### config.mk
export PLATFORM = sky130hd
export DESIGN_NAME = tx_buffer
export DESIGN_NICKNAME = d
export VERILOG_FILES = /design/src/rtl/tx_buffer.sv
export SDC_FILE = /design/constraint.sdc
export NUM_CORES = 1
export LEC_CHECK = 0
export CAP_MARGIN = 20
export CORE_MARGIN = 2
export CORE_UTILIZATION = 48
export DETAILED_ROUTE_END_ITERATION = 7
export HOLD_SLACK_MARGIN = 0.1
export PLACE_DENSITY = 0.71
export SKIP_LAST_GASP = 1
export SYNTH_ARGS = -nofsm -noshare
export SYNTH_HDL_FRONTEND = slang
export SYNTH_SLANG_ARGS = --single-unit
### constraint.sdc
create_clock -name clk_i -period 5.5 [get_ports clk_i]
set_input_delay 1.1 -clock clk_i [delete_from_list [all_inputs] [get_ports clk_i]]
set_output_delay 1.1 -clock clk_i [all_outputs]
set_load 0.02 [all_outputs]
### src/rtl/tx_buffer.sv
// Byte+config FIFO feeding a UART launcher: push-to-tx_start latency 2 cycles; pushes while full are dropped,
// entries released on the rising edge of tx_done_i. Optional sticky overflow flag via TX_BUFFER_OVERFLOW_EN.
module tx_buffer #(
  parameter int DEPTH = 16
) (
  input  logic                       clk_i,
  input  logic                       rstn_i,
  input  logic                       wr_en_i,
  input  logic [7:0]                 wr_data_i,
  input  logic [4:0]                 wr_conf_i,
  input  logic                       flush_i,
  output logic                       full_o,
  output logic                       empty_o,
  output logic [$clog2(DEPTH):0]     count_o,
  output logic [7:0]                 tx_data_o,
  output logic [4:0]                 tx_conf_o,
  output logic                       tx_start_o,
  input  logic                       tx_done_i,
  output logic                       busy_o
`ifdef TX_BUFFER_OVERFLOW_EN
  ,
  input  logic                       ovf_clr_i,
  output logic                       overflow_o
`endif
);

  localparam int ADDR_W = $clog2(DEPTH);
  localparam logic [ADDR_W:0] FULL_CNT = (ADDR_W+1)'(DEPTH);

  typedef enum logic [1:0] {
    IDLE   = 2'b00,
    ACTIVE = 2'b01
  } state_e;

  state_e              state_q;
  logic [12:0]         mem_q [DEPTH];
  logic [ADDR_W-1:0]   wr_ptr_q, wr_ptr_d;
  logic [ADDR_W-1:0]   rd_ptr_q, rd_ptr_d;
  logic [ADDR_W:0]     count_q, count_d;
  logic                tx_done_q;
  logic [7:0]          tx_data_q;
  logic [4:0]          tx_conf_q;
  logic                tx_start_q;
  logic                full, empty, push, pop, done_rise;
  logic [12:0]         head;

  assign full      = (count_q == FULL_CNT);
  assign empty     = (count_q == '0);
  assign push      = wr_en_i && !full;
  assign done_rise = tx_done_i && !tx_done_q;
  assign head      = mem_q[rd_ptr_q];

  // A flush empties the queue this cycle, so nothing may be launched from it.
  assign pop = !flush_i && !empty &&
               ((state_q == IDLE) || ((state_q == ACTIVE) && done_rise));

  always_comb begin
    wr_ptr_d = wr_ptr_q;
    rd_ptr_d = rd_ptr_q;
    count_d  = count_q;
    if (flush_i) begin
      wr_ptr_d = '0;
      rd_ptr_d = '0;
      count_d  = '0;
    end else begin
      if (push) wr_ptr_d = wr_ptr_q + ADDR_W'(1);
      if (pop)  rd_ptr_d = rd_ptr_q + ADDR_W'(1);
      case ({push, pop})
        2'b10:   count_d = count_q + (ADDR_W+1)'(1);
        2'b01:   count_d = count_q - (ADDR_W+1)'(1);
        default: count_d = count_q;
      endcase
    end
  end

  always_ff @(posedge clk_i) begin
    if (push && !flush_i) mem_q[wr_ptr_q] <= {wr_conf_i, wr_data_i};
  end

  always_ff @(posedge clk_i or negedge rstn_i) begin
    if (!rstn_i) begin
      wr_ptr_q  <= '0;
      rd_ptr_q  <= '0;
      count_q   <= '0;
      tx_done_q <= 1'b0;
    end else begin
      wr_ptr_q  <= wr_ptr_d;
      rd_ptr_q  <= rd_ptr_d;
      count_q   <= count_d;
      tx_done_q <= tx_done_i;
    end
  end

  always_ff @(posedge clk_i or negedge rstn_i) begin
    if (!rstn_i) begin
      state_q    <= IDLE;
      tx_start_q <= 1'b0;
      tx_data_q  <= '0;
      tx_conf_q  <= '0;
    end else begin
      case (state_q)
        IDLE: begin
          if (pop) begin
            tx_data_q  <= head[7:0];
            tx_conf_q  <= head[12:8];
            tx_start_q <= 1'b1;
            state_q    <= ACTIVE;
          end
        end
        ACTIVE: begin
          if (done_rise) begin
            if (pop) begin
              tx_data_q  <= head[7:0];
              tx_conf_q  <= head[12:8];
              tx_start_q <= 1'b1;
            end else begin
              tx_start_q <= 1'b0;
              state_q    <= IDLE;
            end
          end
        end
        default: begin
          tx_start_q <= 1'b0;
          state_q    <= IDLE;
        end
      endcase
    end
  end

`ifdef TX_BUFFER_OVERFLOW_EN
  logic overflow_q;

  // Set has priority over clear so a drop in the clearing cycle is never lost.
  always_ff @(posedge clk_i or negedge rstn_i) begin
    if (!rstn_i) begin
      overflow_q <= 1'b0;
    end else if (wr_en_i && full) begin
      overflow_q <= 1'b1;
    end else if (ovf_clr_i) begin
      overflow_q <= 1'b0;
    end
  end

  assign overflow_o = overflow_q;
`endif

  assign full_o     = full;
  assign empty_o    = empty;
  assign count_o    = count_q;
  assign tx_data_o  = tx_data_q;
  assign tx_conf_o  = tx_conf_q;
  assign tx_start_o = tx_start_q;
  assign busy_o     = (state_q == ACTIVE);

endmodule

==> Yosys cells after proc, flatten, opt, wreduce, memory -nomap -nowiden <==
Memory sizes are Yosys's and may differ from the RTL's.
Index checks and enable logic that the tools add are counted.
{ "classes": {"add_sub_neg": 4, "eq_ne": 7, "mux": 22, "reduce_logical": 20} }
{ "ops": {"columns": ["operator", "count"], "rows": [
  ["$pmux W5 S2", 2],
  ["$mux W4", 4],
  ["$mux W8", 2],
  ["$pmux W8 S2", 1],
  ["$mux W5", 3],
  ["$add A4 B1 Y4 const B", 2],
  ["$logic_and A1 B1 Y1", 6],
  ["$mux W2", 3],
  ["$reduce_bool A2 Y1", 3],
  ["$add A5 B1 Y5 const B", 1],
  ["$eq A5 B5 Y1 const B", 1],
  ["$logic_not A5 Y1", 1],
  ["$mux W1", 5],
  ["$sub A5 B1 Y5 const B", 1],
  ["$eq A2 B1 Y1 const B", 2],
  ["$logic_not A1 Y1", 4],
  ["$ne A2 B2 Y1 const B", 2],
  ["$pmux W2 S2", 1],
  ["$reduce_and A2 Y1", 2],
  ["$reduce_and A3 Y1", 1],
  ["$reduce_bool A3 Y1", 1],
  ["$eq A2 B2 Y1 const B", 1],
  ["$logic_not A2 Y1", 1],
  ["$ne A2 B1 Y1 const B", 1],
  ["other kinds (2)", 2]
]} }
{ "totals": {"regBits": 30, "ram_bits": 208, "input_bits": 18, "out_inout_bits": 22, "elab_cells": 62, "memories": 1} }
{ "mem_list": {"columns": ["memory", "depth", "width", "read_ports", "rd_ports_with_merged_regs", "wr", "line_no", "rtl"], "rows": [
  ["mem_q", 16, 13, 1, 0, 1, "36", "logic [12:0] mem_q [DEPTH];"]
]} }

==> Depth between registers and ports, before layout <==
{ "logic_depth": {"ltp_word": 8, "ltp_mapped": 11, "mapped_depth_nobuf": 10} }

==> Worst setup path before layout <==
Ideal clock, no wire load.
{ "synth_path": {"path_type": "input to register", "startpoint": "in wr_en_i", "endpoint": "mem mem_q[3][0] (enable)", "setup_time_ns": 0.400, "arrival_time_ns": 2.745, "t_required_ns": 5.100, "slack_ns": 2.356, "cell_stages": 5, "path_buffers": 1, "cell_sequence": "a21boi_1 > buf_2 > and2_1 > nand2_1 > nor3_1"} }
{ "synth_via": {"elab_chain_len": 4} }
{ "synth_rtl": {"columns": ["element", "line_no", "rtl"], "rows": [
  ["start, declared", "8", "input logic wr_en_i,"],
  ["$logic_and A1 B1 Y1", "49", "assign push = wr_en_i && !full;"],
  ["$logic_and A1 B1 Y1", "77", "if (push && !flush_i) mem_q[wr_ptr_q] <= {wr_conf_i, wr_data_i};"],
  ["$mux W1", "77", null],
  ["$mux W1 (not written as such)", "77", null],
  ["end, declared", "36", null]
]} }
No other way between the ends.

==> Final worst setup path <==
{ "layout_path": {"startpoint": "in flush_i", "endpoint": "reg count_q[4], in the netlist count_o[4]"} }
{ "layout_via": {"elab_chain_len": 6, "word_cells_on_any_way": 8, "cone_classes": "eq/ne: 2; mux: 2; reduce/logical: 4"} }
{ "layout_rtl": {"columns": ["element", "line_no", "rtl"], "rows": [
  ["start, declared", "11", "input logic flush_i,"],
  ["$logic_not A1 Y1", "54", "assign pop = !flush_i && !empty &&"],
  ["$logic_and A1 B1 Y1 (2 in series)", "54", null],
  ["$eq A2 B1 Y1 / $eq A2 B2 Y1 (equally long branches)", "68", "case ({push, pop})"],
  ["$pmux W5 S2", "68", null],
  ["$mux W5", "61", "if (flush_i) begin"],
  ["end signal, assigned", "89", "count_q <= count_d;"],
  ["end, declared", "39", "logic [ADDR_W:0] count_q, count_d;"]
]} }
Parallel ways exist; a longest one is shown, timed or not.
A chain may end at the register's enable or synchronous reset.

==> metrics.md <==
| Metric | Value |
|---|---|
| Status | `finished, final reports clean` |
| Die Area | `20600 um2` |
| Setup TNS | `0 ns` |
| Placer congestion estimate | `0.746` |
| Initial Util | `48.5%` |
| Most frequent cells in the layout | `208 x edfxtp_1, 52 x mux4_2, 39 x clkdlybuf4s50_1` |
| Met2 Use GR | `31.2%` |
| Final hold vios | `0` |
| Post-synth cell types | `38` |
| Via count | `4652` |
| Clk sink count | `237` |
| Max VDD drop | `0.000384 V` |
| Clock Path Buffers | `3` |
| Post-place setup slack | `1.03 ns` |
| Clock root buffer | `clkbuf_16` |
| Initial detailed-routing violation count | `408` |
| Io pins | `40` |
| Chip Width | `144 um` |
| Met3 Use GR | `2.83%` |
| Drt first pass iters | `5` |
| H-tree levels | `1` |
| Register Area | `6980 um2` |
| Core ar. | `19300 um2` |
| Total global routing overflow | `0` |
| Max Clock Freq | `249 MHz` |
| Post-CTS Resized | `0` |
| Commonest non-fill, non-tap cell in the layout | `edfxtp_1` |
| Element type at the critical path end | `register` |
| Syn_nets | `495` |
| Vias per inst | `5.74` |
| Final worst path period need | `4.02 ns` |
| Max_cap viols | `0` |
| Worst hold path type | `register to register` |
| Flops & latches, synth | `237` |
| Initial antenna violation count | `0` |
| Area Overhead vs Synth | `16.1%` |
| Ys flop type | `edfxtp_1` |
| Drt total wl | `19200 um` |
| First-pass GRT wire length | `29100 um` |
| Worst slew pin tran | `0.911 ns` |
| Number of CTS-inserted buffers | `23` |
| Final period util | `73.0%` |
| Fraction of layout cells with a size suffix above 1 | `20.4%` |
| Power Total | `4.69 mW` |
| Grt met1 use | `28.1%` |
| Worst setup margin | `1.48 ns` |
| Syn avg cell area | `20.0 um2` |
| Worst-path fanout max | `18` |
| Worst slew margin | `39.1%` |
| Clk slew on worst S/H paths | `0.06 ns` |
| Setup repair bufs after CTS | `0` |
| Synth warn | `0` |
| RSZ-0062 raised after global routing | `no` |
| Worst setup SP type | `primary input` |
| # port buffers | `39` |
| Inserted Diodes | `0` |
| CTS Hold Bufs | `0` |
| Post-synth EDFFs | `208` |
| ANT nets after route | `0` |
| Vias in the first global route | `4688` |
| Arrival @ worst endpoint | `4.38 ns` |
| Pin count of the biggest net entering global routing | `56` |
| Worst setup path class | `primary input to register` |
| Row count | `51` |
| Final setup viols | `0` |
| Register area share after synthesis | `74.6%` |
| Required @ worst endpoint | `5.86 ns` |
| DRC | `0` |
| HPWL after DPL | `11300 um` |
| Async S/R FF share, synth | `12.2%` |
| Multi-input gate area | `2250 um2` |
| Nets | `555` |
| DIE HEIGHT | `144 um` |
| Cell Pwr Density | `432 nW/um2` |
| Final-layout fill cell count | `1453` |
| Clk_skew | `0.0177 ns` |
| Leakage | `3.52 nW` |
| Tot GR Track Use | `19.2%` |
| Post-Syn Instances | `468` |
| Syn Std Cell Area | `9340 um2` |
| Fin. max-slew vios | `0` |
| Clk_lat worst skew | `0.51 ns` |
| Wire per inst | `23.7 um` |
| Most used routing layer | `met2` |
| CTS tree | `done` |
[cell families (layout without fill, tap and decap cells)]
group	after synthesis	count (layout)	share of synthesized area (%)
compound gates	30	30	2.67
xor+xnor	11	11	1.03
fa+ha+maj	9	9	1.29
buf+inv	31	108	1.49
flops	237	237	74.6
mux	80	80	15.5
simple gates	70	70	3.36
[metrics by stage]
| stage | cells | util [%] | hold WS [ns] | cell area (um2) |
|---|---|---|---|---|
| finish | 810 | 56.3 | 0.490 | 10800 |
| floorplan | 468 | - | 0.537 | 9340 |
| detailed placement | 768 | 52.5 | 0.478 | 10100 |
| global placement | 768 | 52.5 | 0.497 | 10100 |
| global route | 810 | 56.3 | 0.510 | 10800 |
| CTS | 810 | 56.3 | 0.494 | 10800 |
[power by group]
group | total [mW] | internal, mW | leakage (nW) | switching, mW
Clock | 1.51 | 0.883 | 0.353 | 0.625
Sequential | 2.18 | 2.06 | 2.24 | 0.120
Combinational | 1.01 | 0.492 | 0.927 | 0.514
[critical path, cell delays in order]
cell             delay, ns
clkdlybuf4s50_1       0.87
a221o_1               0.80
nor2_1                0.28
ha_1                  0.40
nor2b_1               0.16
o21a_1                0.19
o311a_1               0.29
a32oi_1               0.17
o31ai_1               0.11
[final timing paths]
kind,slack (ns),end,depth (start not counted),from
min,0.49,tx_conf_o[0]$_DFFE_PN0P_,2,tx_conf_o[0]$_DFFE_PN0P_
min reg2reg,0.49,tx_conf_o[0]$_DFFE_PN0P_,2,tx_conf_o[0]$_DFFE_PN0P_
max in group asynchronous,4.17,rd_ptr_q[0]$_DFFE_PN0P_,2,rstn_i
max,1.48,count_o[4]$_DFFE_PN0P_,9,flush_i
min in group asynchronous,1.00,rd_ptr_q[0]$_DFFE_PN0P_,2,rstn_i
max reg2reg,2.08,count_o[4]$_DFFE_PN0P_,9,count_o[0]$_DFFE_PN0P_
[state kept, by name, summed over array words and instances, names as in the netlist]
signal and cells:
tx_conf_o 5, mem_q 208, tx_start_o 1, count_o 5
wr_ptr_q 4, state_q 1, tx_data_o 8, rd_ptr_q 4
tx_done_q 1
[metal layers]
layer / up-vias / share of wire [%]
li1: 2006 / -
met1: 2449 / 43
met2: 172 / 49
met3: 25 / 6.3
met4: 0 / 1.7
met5: - / 0
[final cells by class]
type | instances | area share, %
tap | 265 | 3.06
sequential | 237 | 64.3
inverter | 7 | 0.242
multi-input combinational | 200 | 20.8
clock buffer | 33 | 5.75
clock inverter | 9 | 0.888
timing repair buffer | 59 | 4.98
[synth_stat cells, types with 3 or more instances]
cell	instances	area, um2
nor3_1	5	25.0
dfrtp_1	29	726
ha_1	8	100
nor2_1	30	113
mux2i_1	28	280
clkbuf_1	11	41.3
buf_2	9	45.0
xor2_1	6	52.6
inv_1	7	26.3
xnor2_1	5	43.8
a21oi_1	3	15.0
o221ai_1	13	114
nand2b_1	4	25.0
edfxtp_1	208	6250
mux4_2	52	1170
nand2_1	23	86.3
Note: power is estimated with default switching activity, not from simulation.
